### config.mk
export PLATFORM = sky130hd
export DESIGN_NAME = vc_alloc_ctl
export DESIGN_NICKNAME = d
export VERILOG_FILES = /design/src/rtl/vca_pkg.sv /design/src/rtl/rr_arb.sv /design/src/rtl/vc_alloc_ctl.sv
export SDC_FILE = /design/constraint.sdc
export NUM_CORES = 1
export LEC_CHECK = 0
export CAP_MARGIN = 10
export CORE_MARGIN = 2
export CORE_UTILIZATION = 55
export CTS_CLUSTER_DIAMETER = 120
export DETAILED_ROUTE_END_ITERATION = 12
export DONT_BUFFER_PORTS = 1
export PLACE_DENSITY_LB_ADDON = 0.25
export SYNTH_ARGS = -nofsm -noshare
export SYNTH_HDL_FRONTEND = slang
export SYNTH_SLANG_ARGS = --single-unit
### constraint.sdc
create_clock -name clk -period 13.1 [get_ports clk]
set_input_delay 1.31 -clock clk [delete_from_list [all_inputs] [get_ports clk]]
set_output_delay 1.31 -clock clk [all_outputs]
set_load 0.05 [all_outputs]
### src/rtl/vca_pkg.sv
// Shared types and helpers for the virtual-channel allocator.
//  MAX_R     : largest requester count the owner index can encode
//  IDX_W     : width of a requester index (owner registers, RR pointer)
//  owner_t   : per-output-VC ownership record {valid, idx}
//  onehot2idx: converts a one-hot requester vector to its index
package vca_pkg;

    localparam int MAX_R = 32;
    localparam int IDX_W = $clog2(MAX_R);

    typedef struct packed {
        logic             valid;
        logic [IDX_W-1:0] idx;
    } owner_t;

    function automatic logic [IDX_W-1:0] onehot2idx(input logic [MAX_R-1:0] oh);
        logic [IDX_W-1:0] idx;
        idx = '0;
        for (int i = 0; i < MAX_R; i++) begin
            if (oh[i]) idx = idx | IDX_W'(i);
        end
        return idx;
    endfunction

endpackage

### src/rtl/rr_arb.sv
// Combinational round-robin picker.
//  req     in  N      candidate requests
//  ptr     in  IDX_W  highest-priority position (must be < N)
//  win     out N      one-hot winner (zero when no request)
//  win_idx out IDX_W  index of the winner
//  any     out 1      at least one request present
module rr_arb
    import vca_pkg::*;
#(
    parameter int N = 10
) (
    input  logic [N-1:0]     req,
    input  logic [IDX_W-1:0] ptr,
    output logic [N-1:0]     win,
    output logic [IDX_W-1:0] win_idx,
    output logic             any
);

    logic [MAX_R-1:0] win_ext;
    logic             found;

    // Scan N positions starting at ptr, wrapping N-1 -> 0; first hit wins.
    always_comb begin
        int j;
        win   = '0;
        found = 1'b0;
        j     = 0;
        for (int k = 0; k < N; k++) begin
            j = int'(ptr) + k;
            if (j >= N) j = j - N;
            if (!found && req[j]) begin
                win[j] = 1'b1;
                found  = 1'b1;
            end
        end
    end

    always_comb begin
        win_ext        = '0;
        win_ext[N-1:0] = win;
    end

    assign win_idx = onehot2idx(win_ext);
    assign any     = |req;

endmodule

### src/rtl/vc_alloc_ctl.sv
// Virtual-channel allocator for one router output port.
// Shares VCN output VCs among R = PN*VCN input VCs with round-robin fairness;
// at most one new allocation per cycle; an owner holds its VC until it
// pulses rel (tail flit sent).
//  clk      in   1        clock, rising edge
//  rstn     in   1        asynchronous active-low reset
//  req      in   R        requester wants an output VC (level)
//  rel      in   R        owner frees its VC (1-cycle pulse)
//  gnt      out  R        allocation made to requester i (1-cycle pulse)
//  gvc      out  R*VCN    bit i*VCN+v set while requester i owns VC v
//  vc_busy  out  VCN      output VC currently owned
//  err      out  1        rel from a requester that owns nothing (pulse)
module vc_alloc_ctl
    import vca_pkg::*;
#(
    parameter  int VCN = 2,
    parameter  int PN  = 5,
    localparam int R   = PN * VCN
) (
    input  logic             clk,
    input  logic             rstn,
    input  logic [R-1:0]     req,
    input  logic [R-1:0]     rel,
    output logic [R-1:0]     gnt,
    output logic [R*VCN-1:0] gvc,
    output logic [VCN-1:0]   vc_busy,
    output logic             err
);

    owner_t           owner_q [VCN];
    logic [IDX_W-1:0] ptr_q;

    logic [R-1:0]     own_any;
    logic [R-1:0]     eligible;
    logic [VCN-1:0]   rel_hit;
    logic             free_found;
    int               free_v;
    logic [R-1:0]     win;
    logic [IDX_W-1:0] win_idx;
    logic             any_elig;
    logic             do_alloc;
    logic [IDX_W-1:0] ptr_nxt;
    logic             err_nxt;

    // Ownership views are decoded straight from the owner registers, so
    // gvc/vc_busy have no path from req/rel.
    always_comb begin
        own_any    = '0;
        gvc        = '0;
        vc_busy    = '0;
        rel_hit    = '0;
        free_found = 1'b0;
        free_v     = 0;
        for (int v = 0; v < VCN; v++) begin
            vc_busy[v] = owner_q[v].valid;
            if (owner_q[v].valid) begin
                own_any[int'(owner_q[v].idx)]          = 1'b1;
                gvc[int'(owner_q[v].idx) * VCN + v]    = 1'b1;
                rel_hit[v]                             = rel[int'(owner_q[v].idx)];
            end else if (!free_found) begin
                free_v     = v;
                free_found = 1'b1;
            end
        end
    end

    // A requester that already owns a VC (including one releasing this cycle)
    // is not eligible, so it can never hold two VCs.
    assign eligible = req & ~own_any;
    assign err_nxt  = |(rel & ~own_any);

    rr_arb #(
        .N (R)
    ) u_arb (
        .req     (eligible),
        .ptr     (ptr_q),
        .win     (win),
        .win_idx (win_idx),
        .any     (any_elig)
    );

    // A VC released this cycle still reads busy, so it is not reused until
    // the cycle after vc_busy falls.
    assign do_alloc = free_found && any_elig;
    assign ptr_nxt  = (int'(win_idx) == R - 1) ? '0 : win_idx + IDX_W'(1);

    always_ff @(posedge clk or negedge rstn) begin
        if (!rstn) begin
            gnt   <= '0;
            err   <= 1'b0;
            ptr_q <= '0;
            for (int v = 0; v < VCN; v++) owner_q[v] <= '0;
        end else begin
            gnt <= do_alloc ? win : '0;
            err <= err_nxt;
            if (do_alloc) ptr_q <= ptr_nxt;
            // Release only touches owned VCs, allocation only a free one,
            // so the two never target the same entry.
            for (int v = 0; v < VCN; v++) begin
                if (rel_hit[v]) begin
                    owner_q[v].valid <= 1'b0;
                end else if (do_alloc && free_v == v) begin
                    owner_q[v] <= '{valid: 1'b1, idx: win_idx};
                end
            end
        end
    end

endmodule

==> reports/metrics.csv, run 1 <==
stage;metric;value;unit
floorplan;die extent in y;114;um
clocking;clk buf depth;2;
clocking;clock buffer count from CTS;3;
critical_path;CP peak stage delay;810;ps
final_layout;# diodes;0;
critical_path;crit end category;flip-flop;
clocking;clock slew at reported path FFs;60;ps
detailed_routing;Routed Wire Length;23.9;mm
critical_path;Startpoint Class;flip-flop;
logic_synthesis;syn_nets;1000;
logic_synthesis;Synth area leaders;dfrtp_1, ha_1, nor2_1;
final_layout;fill count;1129;
critical_path;Worst EP required;13240;ps
detailed_routing;vias;7791;
global_routing;pin count of the biggest net entering global routing;62;
global_routing;initial antenna violation count;0;
logic_synthesis;Yosys reg bits;26;
clocking;CTS tree;built;
place;Port-buffer cells;0;
critical_path;crit path kind;reg -> reg;
global_routing;overall global routing resource usage;35.4;%
final_layout;area of the multi-input gates;5660;um^2
final_layout;nets@finish;954;
timing;minimum clock period;6550;ps
run;# Max-Cap Violations;0;
logic_synthesis;Yosys cell types;99;
floorplan;Ports;55;
global_routing;vias in the first global route;6785;
logic_synthesis;Post-Syn Instances;936;
timing;period utilization;50.0;%
detailed_routing;vias per cell;7.52;
final_layout;FF+latch area;652;um^2
min_path;Min-Delay Path Class;reg -> reg;
global_routing;total gr overflow;0;
clocking;Clk Latency, worst-skew pair;260;ps
clocking;clock root cell;clkbuf_16;
timing;Final Hold Fails;0;
timing;setup TNS;0;ps
timing;actual slew at the worst max-slew pin;974;ps
timing;Clock Skew;4.55;ps
timing;RSZ-0062 raised after global routing;no;
floorplan;die area;13100;um^2
logic_synthesis;commonest cells in the netlist;nor2_1, nand2_1, a21oi_1;
detailed_routing;DRC viols;0;
detailed_routing;drt wl/cell;23.1;um
critical_path;CP max FO;29;
logic_synthesis;register area share after synthesis;9.71;%
place;DPL Wire Length;18.3;mm
critical_path;CP max stage cell;ha_1;
critical_path;most used cell, CP;ha_1;
timing;Slew headroom;34.8;%
floorplan;Starting Density;56.0;%
logic_synthesis;most frequent cell after synthesis;nor2_1;
clocking;H-Tree Level Count;1;
critical_path;Cell Chain, Critical Path;buf_4 > inv_1 > ha_1 > clkinv_1 > ha_1 > nand4b_1 > o21ai_0 > a311oi_1 > and2_1 > nor2_1 > a211oi_2 > a2111oi_0 > nand2_1 > nor3_1 > o22a_1 > a211oi_1 > nand3_1 > a21o_1 > a31o_2;
clocking;hold_buf cts;0;
timing;FMAX;153;MHz
floorplan;# rows;40;
floorplan;Core Area;12000;um^2
logic_synthesis;Synth Cell Area;6700;um^2
run_status;status;complete, no violations;
timing;# setup viols final;0;
critical_path;CP Buf/Inv Count;3;
logic_synthesis;syn_area_per_cell;7.16;um^2
logic_synthesis;number of synthesized flops with an enable pin;0;
floorplan;chip width;114;um
logic_synthesis;post-synth top area share;9.71;%
logic_synthesis;most common flop cell mapped by yosys;dfrtp_1;
final_layout;synthesis-to-finish area growth;1.12;%
logic_synthesis;asr flop ratio synth;100;%
critical_path;Top delay family on crit path;compound AO/OA/AOI/OAI gates;
detailed_routing;1st-iter DRT viols;1101;
logic_synthesis;synth warn;0;
timing;Final Slew Violations;0;
clocking;Post-CTS Repair Setup Buffers;0;
detailed_routing;DRT Pass-1 Iters;6;
clocking;clock sink count;26;
global_routing;first-pass GRT wire length;36.8;mm
place;placer congestion estimate;1.06;
logic_synthesis;leading area contributor after synthesis;dfrtp_1;
detailed_routing;Routed Antenna Nets;0;
critical_path;Critical Path AT;6700;ps
final_layout;share of layout cells above drive strength 1;7.31;%
clocking;Post-CTS Resized;0;
==> final cells by class <==
type	count	share of cell area, %
Inverter	27	1.50
Tap cell	147	2.72
Clock buffer	3	1.11
Multi-Input combinational cell	823	83.6
Clock inverter	1	0.443
Timing Repair Buffer	9	0.998
Sequential cell	26	9.62
==> worst min-delay path, delay by kind of cell, from the launching register on <==
family | cells | cell delay, ps
flops | 1 | 430
compound gates | 1 | 70
simple gates | 1 | 60
==> flip-flops by register name (all words and copies together), names as in the netlist <==
| signal | count |
|---|---|
| vc_busy | 2 |
| ptr_q | 5 |
| err | 1 |
| owner_q | 8 |
| gnt | 10 |
==> cells by family (layout without fill, tap and decap cells) <==
kind of cell             after synthesis  in the layout  synth area share [%]
flip-flops                            26             26                  9.71
AND/OR/NAND/NOR                      410            410                  32.4
AO/OA/AOI/OAI                        308            308                  33.0
buffers and inverters                 87             40                  5.73
adder cells (fa/ha/maj)               42             42                  7.85
multiplexers                          31             31                  6.54
XOR/XNOR                              32             32                  4.71
==> worst paths after layout <==
path | end | depth (start not counted) | from | slack (ps)
min in group asynchronous | owner_q[8] | 0 | rstn | 740
setup reg to reg | ptr_q[2] | 19 | ptr_q[1] | 6550
max in group asynchronous | ptr_q[0] | 0 | rstn | 12280
setup / recovery | ptr_q[2] | 19 | ptr_q[1] | 6550
hold reg to reg | owner_q[3] | 2 | owner_q[3] | 610
hold / removal | owner_q[3] | 2 | owner_q[3] | 610
==> through the flow <==
step / hold slack (ps) / cells / cell area (um^2) / utilization, % / setup slack, ps
2_1_floorplan: 491 / 936 / 6700 / - / 7420
3_3_place_gp: 582 / 1032 / 6670 / 55.7 / 6960
3_5_place_dp: 574 / 1032 / 6670 / 55.7 / 6810
4_1_cts: 589 / 1036 / 6770 / 56.6 / 6760
5_1_grt: 644 / 1036 / 6770 / 56.6 / 6060
6_report: 605 / 1036 / 6770 / 56.6 / 6550
==> cells in the final DEF (no fill, tap or decap), types with 23 or more instances in the layout <==
cell type | synthesis | routed
nor3_1 | 34 | 34
xnor2_1 | 25 | 25
nand3_1 | 30 | 30
o21ai_0 | 44 | 44
a21oi_1 | 56 | 56
ha_1 | 42 | 42
a31oi_1 | 23 | 23
dfrtp_1 | 26 | 25
nor2_1 | 111 | 111
nand2_1 | 69 | 69
==> per-layer routing <==
metal  global-route usage, %  part of all wire [%]
met2                    55.6                    43
met5                       0                     0
met1                    49.0                    41
met3                    5.03                    10
met4                    14.0                   5.0
Power of run 1 is not shown: default switching activity piles up to over one toggle a cycle in this logic, so the estimate is an artifact.
==> run 2, diff against run 1 <==
ABC_AREA = 1   (was not set)
clock period = 5.5 ns   (was 13.1 ns; I/O delays follow)
==> run 2 against run 1 <==
Compared with the run above: worst setup slack worse by 5700 ps; core utilization increased by 2.0 points; critical path depth up 6; global-route usage shrank 1.9 points.
==> reports/metrics.csv, run 2 <==
stage;metric;value;unit;change
final_layout;nets@finish;1150;;+21%
critical_path;CP Buf/Inv Count;5;;+2
logic_synthesis;post-synth top area share;17.6;%;+7.8 points
logic_synthesis;syn_area_per_cell;5.67;um^2;-21%
detailed_routing;Routed Wire Length;19.9;mm;-17%
critical_path;CP peak stage delay;620;ps;-190 ps
logic_synthesis;most common flop cell mapped by yosys;dfrtp_1;;
place;Port-buffer cells;0;;unchanged
timing;minimum clock period;4680;ps;-1870 ps
critical_path;Critical Path AT;4860;ps;-1840 ps
timing;period utilization;85.2;%;+35 points
clocking;clock sink count;26;;unchanged
timing;actual slew at the worst max-slew pin;1000;ps;+29.4 ps
place;placer congestion estimate;1.11;;+4.5%
detailed_routing;1st-iter DRT viols;965;;-12%
logic_synthesis;syn_nets;1153;;+15%
logic_synthesis;most frequent cell after synthesis;nand2_1;;
final_layout;Largest register FFs;10;;unchanged
final_layout;Top Registers;gnt x10, owner_q x8, ptr_q x5;;
timing;FMAX;213;MHz;+40%
clocking;H-Tree Level Count;1;;unchanged
logic_synthesis;Synth Cell Area;6180;um^2;-7.8%
detailed_routing;DRT Pass-1 Iters;7;;+1
final_layout;share of layout cells above drive strength 1;10.4;%;+3.1 points
timing;setup TNS;0;ps;unchanged
run_status;status;complete, no violations;;
logic_synthesis;asr flop ratio synth;100;%;unchanged
timing;RSZ-0062 raised after global routing;no;;
critical_path;CP max FO;11;;-62%
timing;Final Hold Fails;0;;unchanged
floorplan;Starting Density;56.7;%;+0.75 points
clocking;Post-CTS Repair Setup Buffers;0;;unchanged
detailed_routing;drt wl/cell;16.2;um;-30%
final_layout;largest reg by FF count;gnt;;
clocking;clock buffer count from CTS;3;;unchanged
global_routing;total gr overflow;0;;unchanged
timing;Slew headroom;32.4;%;-2.4 points
critical_path;crit path kind;reg -> reg;;
detailed_routing;Routed Antenna Nets;0;;unchanged
timing;Clock Skew;1.38;ps;-3.17 ps
floorplan;die extent in y;110;um;-3.8%
logic_synthesis;synth warn;0;;unchanged
clocking;clock root cell;clkbuf_8;;
floorplan;Ports;55;;unchanged
floorplan;Core Area;10900;um^2;-9.0%
critical_path;Worst EP required;5680;ps;-7560 ps
global_routing;overall global routing resource usage;33.5;%;-1.9 points
logic_synthesis;Post-Syn Instances;1089;;+16%
final_layout;most common cell after layout, fill and taps aside;nand2_1;;
logic_synthesis;Yosys cell types;62;;-37%
critical_path;Startpoint Class;flip-flop;;
critical_path;crit end category;flip-flop;;
clocking;Clk Latency, worst-skew pair;280;ps;+20 ps
logic_synthesis;number of synthesized flops with an enable pin;0;;unchanged
timing;# setup viols final;0;;unchanged
min_path;Min-Delay Path Class;in -> async;;
clocking;clk buf depth;2;;unchanged
floorplan;# rows;38;;-5.0%
global_routing;first-pass GRT wire length;31.7;mm;-14%
final_layout;# diodes;0;;unchanged
detailed_routing;vias;7227;;-7.2%
critical_path;Top delay family on crit path;simple AND/OR/NAND/NOR gates;;
place;DPL Wire Length;16.2;mm;-11%
clocking;clock slew at reported path FFs;100;ps;+40 ps
floorplan;die area;12100;um^2;-7.5%
run;# Max-Cap Violations;0;;unchanged
global_routing;pin count of the biggest net entering global routing;31;;-50%
global_routing;initial antenna violation count;0;;unchanged
detailed_routing;vias per cell;5.90;;-22%
logic_synthesis;commonest cells in the netlist;nand2_1, inv_1, nor2_1;;
detailed_routing;DRC viols;0;;unchanged
clocking;CTS tree;built;;
final_layout;synthesis-to-finish area growth;3.38;%;
global_routing;vias in the first global route;6314;;-6.9%
critical_path;CP max stage cell;ha_1;;
timing;Final Slew Violations;0;;unchanged
logic_synthesis;Synth area leaders;nand2_1, dfrtp_1, inv_1;;
final_layout;most frequent cells in the layout;nand2_1, inv_1, nor2_1, nand3_1, ha_1;;
logic_synthesis;Yosys reg bits;26;;unchanged
floorplan;chip width;110;um;-3.8%
logic_synthesis;leading area contributor after synthesis;nand2_1;;
logic_synthesis;register area share after synthesis;10.5;%;+0.82 points
[run 2: what timing repair did]
item,4_1_cts,5_1_grt
hold buffers,1,0
resized for setup,0,0
endpoints found under the hold margin,26,0
[run 2: area by class of cell]
cell class / instances / area (um^2)
Fill cell: 1158 / 4500
Timing Repair Buffer: 9 / 80.1
Inverter: 180 / 684
Sequential cell: 26 / 651
Tap cell: 140 / 175
Clock inverter: 1 / 30.0
Clock buffer: 3 / 41.3
Multi-Input combinational cell: 866 / 4730
[run 2: final timing paths]
kind / end / slack, ps / from / cells past startpoint
min in group clk: err / 440 / rel[5] / 2
max reg2reg: ptr_q[1] / 820 / ptr_q[1] / 25
min: gnt[9] / 70 / rstn / 1
max: ptr_q[1] / 820 / ptr_q[1] / 25
max in group asynchronous: ptr_q[4] / 5270 / rstn / 1
min reg2reg: owner_q[9] / 530 / owner_q[9] / 2
[run 2: cell families (layout without fill, tap and decap cells)]
logic type	count (synthesis)	count (layout)	share of synthesized area [%]
buffers and inverters	197	193	13.1
AOI/OAI and AO/OA	119	119	12.0
xor gates and xnor gates	17	17	2.90
and+or+nand+nor	686	686	52.7
adders and majority gates	42	42	8.51
DFF	26	26	10.5
muxes	2	2	0.324
[run 2: per-layer routing]
layer,up-vias,GRT usage (%),wire (um)
met5,-,0,0
met4,0,10.4,699
met3,58,4.70,2000
met2,420,51.6,8240
met1,3220,48.1,8960
li1,3529,-,-
[run 2: through the flow]
stage                     std cells  instance area [um^2]  worst slack (ps)  util (%)  hold WS [ps]
final                          1225                  6390               815      58.7          74.7
after global routing           1225                  6390               464      58.7          77.0
after CTS                      1225                  6390               955      58.7          78.7
after detailed placement       1220                  6300               988      57.8           255
after global placement         1220                  6300              1090      57.8           255
after floorplan                1089                  6180              1110         -           254
Power of run 2 is left out for the same reason.
==> run 3, diff against run 2 <==
--- a/constraint.sdc
+++ b/constraint.sdc
@@ -3,2 +3,2 @@
 set_output_delay 0.55 -clock clk [all_outputs]
-set_load 0.05 [all_outputs]
+set_load 0.02 [all_outputs]
==> run 3 against run 2 <==
Compared with the run above: wire length barely moved; global-route usage fell by 0.25 points; non-clock buffer count shrank 3; worst hold slack got worse by 1.8 ps.
==> reports/metrics.csv, run 3 (synthesis results as in run 2) <==
stage;metric;value;unit;change
critical_path;CP max stage cell;dfrtp_1;;
critical_path;r2r endpoint;ptr_q[2];;
critical_path;Startpoint Class;flip-flop;;
timing;FMAX;216;MHz;+0.96%
critical_path;Reg-to-Reg Start;ptr_q[1];;
timing;minimum clock period;4640;ps;-44.7 ps
final_layout;most frequent cells in the layout;nand2_1, inv_1, nor2_1, nand3_1, ha_1;;
place;DPL Wire Length;16.3;mm;+0.42%
timing;Clock Skew;5.86;ps;+4.48 ps
floorplan;# rows;38;;unchanged
global_routing;first-pass GRT wire length;31.5;mm;-0.72%
detailed_routing;vias;7165;;-0.86%
clocking;Clk Latency, worst-skew pair;280;ps;about the same
final_layout;area of the multi-input gates;4720;um^2;-0.11%
clocking;clock buffer count from CTS;3;;unchanged
final_layout;Top Registers;gnt x10, owner_q x8, ptr_q x5;;
detailed_routing;Routed Wire Length;19.9;mm;about the same
floorplan;die area;12100;um^2;unchanged
critical_path;crit path kind;reg -> reg;;
final_layout;largest reg by FF count;gnt;;
global_routing;vias in the first global route;6319;;+0.079%
timing;# setup viols final;0;;unchanged
critical_path;Critical Path AT;4820;ps;-40 ps
critical_path;CP max FO;11;;unchanged
clocking;clock slew at reported path FFs;100;ps;about the same
floorplan;die extent in y;110;um;unchanged
global_routing;total gr overflow;0;;unchanged
final_layout;nets@finish;1147;;-0.26%
floorplan;chip width;110;um;unchanged
timing;actual slew at the worst max-slew pin;1050;ps;+47.9 ps
final_layout;FF+latch area;651;um^2;unchanged
global_routing;pin count of the biggest net entering global routing;45;;+45%
timing;Slew headroom;29.2;%;-3.2 points
final_layout;most common cell after layout, fill and taps aside;nand2_1;;
critical_path;Reg2Reg Depth;27;;+8.0%
timing;RSZ-0062 raised after global routing;no;;
run_status;status;complete, no violations;;
clocking;clk buf depth;2;;unchanged
global_routing;overall global routing resource usage;33.2;%;-0.25 points
detailed_routing;Routed Antenna Nets;0;;unchanged
detailed_routing;1st-iter DRT viols;996;;+3.2%
min_path;Min-Delay Path Class;in -> async;;
critical_path;CP peak stage delay;390;ps;-230 ps
detailed_routing;vias per cell;5.86;;-0.61%
clocking;clock sink count;26;;unchanged
global_routing;initial antenna violation count;0;;unchanged
clocking;clock root cell;clkbuf_8;;
run;# Max-Cap Violations;0;;unchanged
clocking;CTS tree;built;;
timing;Final Hold Fails;0;;unchanged
critical_path;most used cell, CP;inv_1;;
timing;Final Slew Violations;0;;unchanged
place;placer congestion estimate;1.05;;-5.9%
final_layout;fill count;1149;;-0.78%
clocking;H-Tree Level Count;1;;unchanged
place;Port-buffer cells;0;;unchanged
timing;setup TNS;0;ps;unchanged
final_layout;# diodes;0;;unchanged
detailed_routing;DRC viols;0;;unchanged
final_layout;share of layout cells above drive strength 1;10.1;%;-0.34 points
floorplan;Starting Density;56.7;%;unchanged
critical_path;setup slack, reg-to-reg;860;ps;+40 ps
critical_path;crit end category;flip-flop;;
final_layout;Largest register FFs;10;;unchanged
detailed_routing;DRT Pass-1 Iters;6;;-1
critical_path;Worst EP required;5680;ps;about the same
final_layout;synthesis-to-finish area growth;2.94;%;
detailed_routing;drt wl/cell;16.3;um;+0.15%
floorplan;Core Area;10900;um^2;unchanged
timing;period utilization;84.4;%;-0.81 points
clocking;Post-CTS Resized;0;;unchanged
floorplan;Ports;55;;unchanged
[run 3: through the flow]
stage,cell area [um^2],hold WS (ps),utilization [%],cells,setup slack [ps]
after floorplan,6180,254,-,1089,1110
after global placement,6270,255,57.6,1217,1070
after detailed placement,6270,255,57.6,1217,1020
after CTS,6360,77.3,58.4,1222,1000
after global routing,6360,68.3,58.4,1222,495
final,6360,72.9,58.4,1222,860
[run 3: final cells by class]
cell class,count,share of cell area (%)
multi-input combinational,866,74.2
inverter,180,10.8
sequential,26,10.2
tap,140,2.75
timing repair buffer,6,0.905
clock buffer,3,0.649
clock inverter,1,0.472
[run 3: per-layer routing]
metal	track usage (%)	wire [um]	up-vias	part of all wire [%]
li1	-	-	3532	-
met3	4.00	1800	39	9.0
met5	0	0	-	0
met1	48.4	9180	3214	46
met2	51.4	8330	380	42
met4	9.04	565	0	2.8
[run 3: what timing repair did]
item | in CTS | in global routing
hold endpoints to repair | 26 | 0
buffers inserted | 0 | 0
hold buffers | 1 | 0
[run 3: worst max-delay path, delay by kind of cell (launching register included)]
family	cells	cell delay (ps)
simple gates	11	1530
flops	1	390
compound gates	5	530
buf+inv	7	1110
fa+ha+maj	4	990
[run 3: how the worst max path moves through the flow]
| stage | start | endpoint | slack [ps] | depth (start not counted) |
|---|---|---|---|---|
| detailed placement | ptr_q[3] | ptr_q[2] | 1020 | 23 |
| global placement | ptr_q[3] | ptr_q[2] | 1070 | 21 |
| finish | ptr_q[1] | ptr_q[2] | 860 | 27 |
| global route | ptr_q[3] | ptr_q[2] | 490 | 23 |
| floorplan | ptr_q[0] | ptr_q[2] | 1110 | 31 |
| CTS | ptr_q[3] | ptr_q[2] | 1000 | 23 |
Power of run 3 is left out for the same reason.
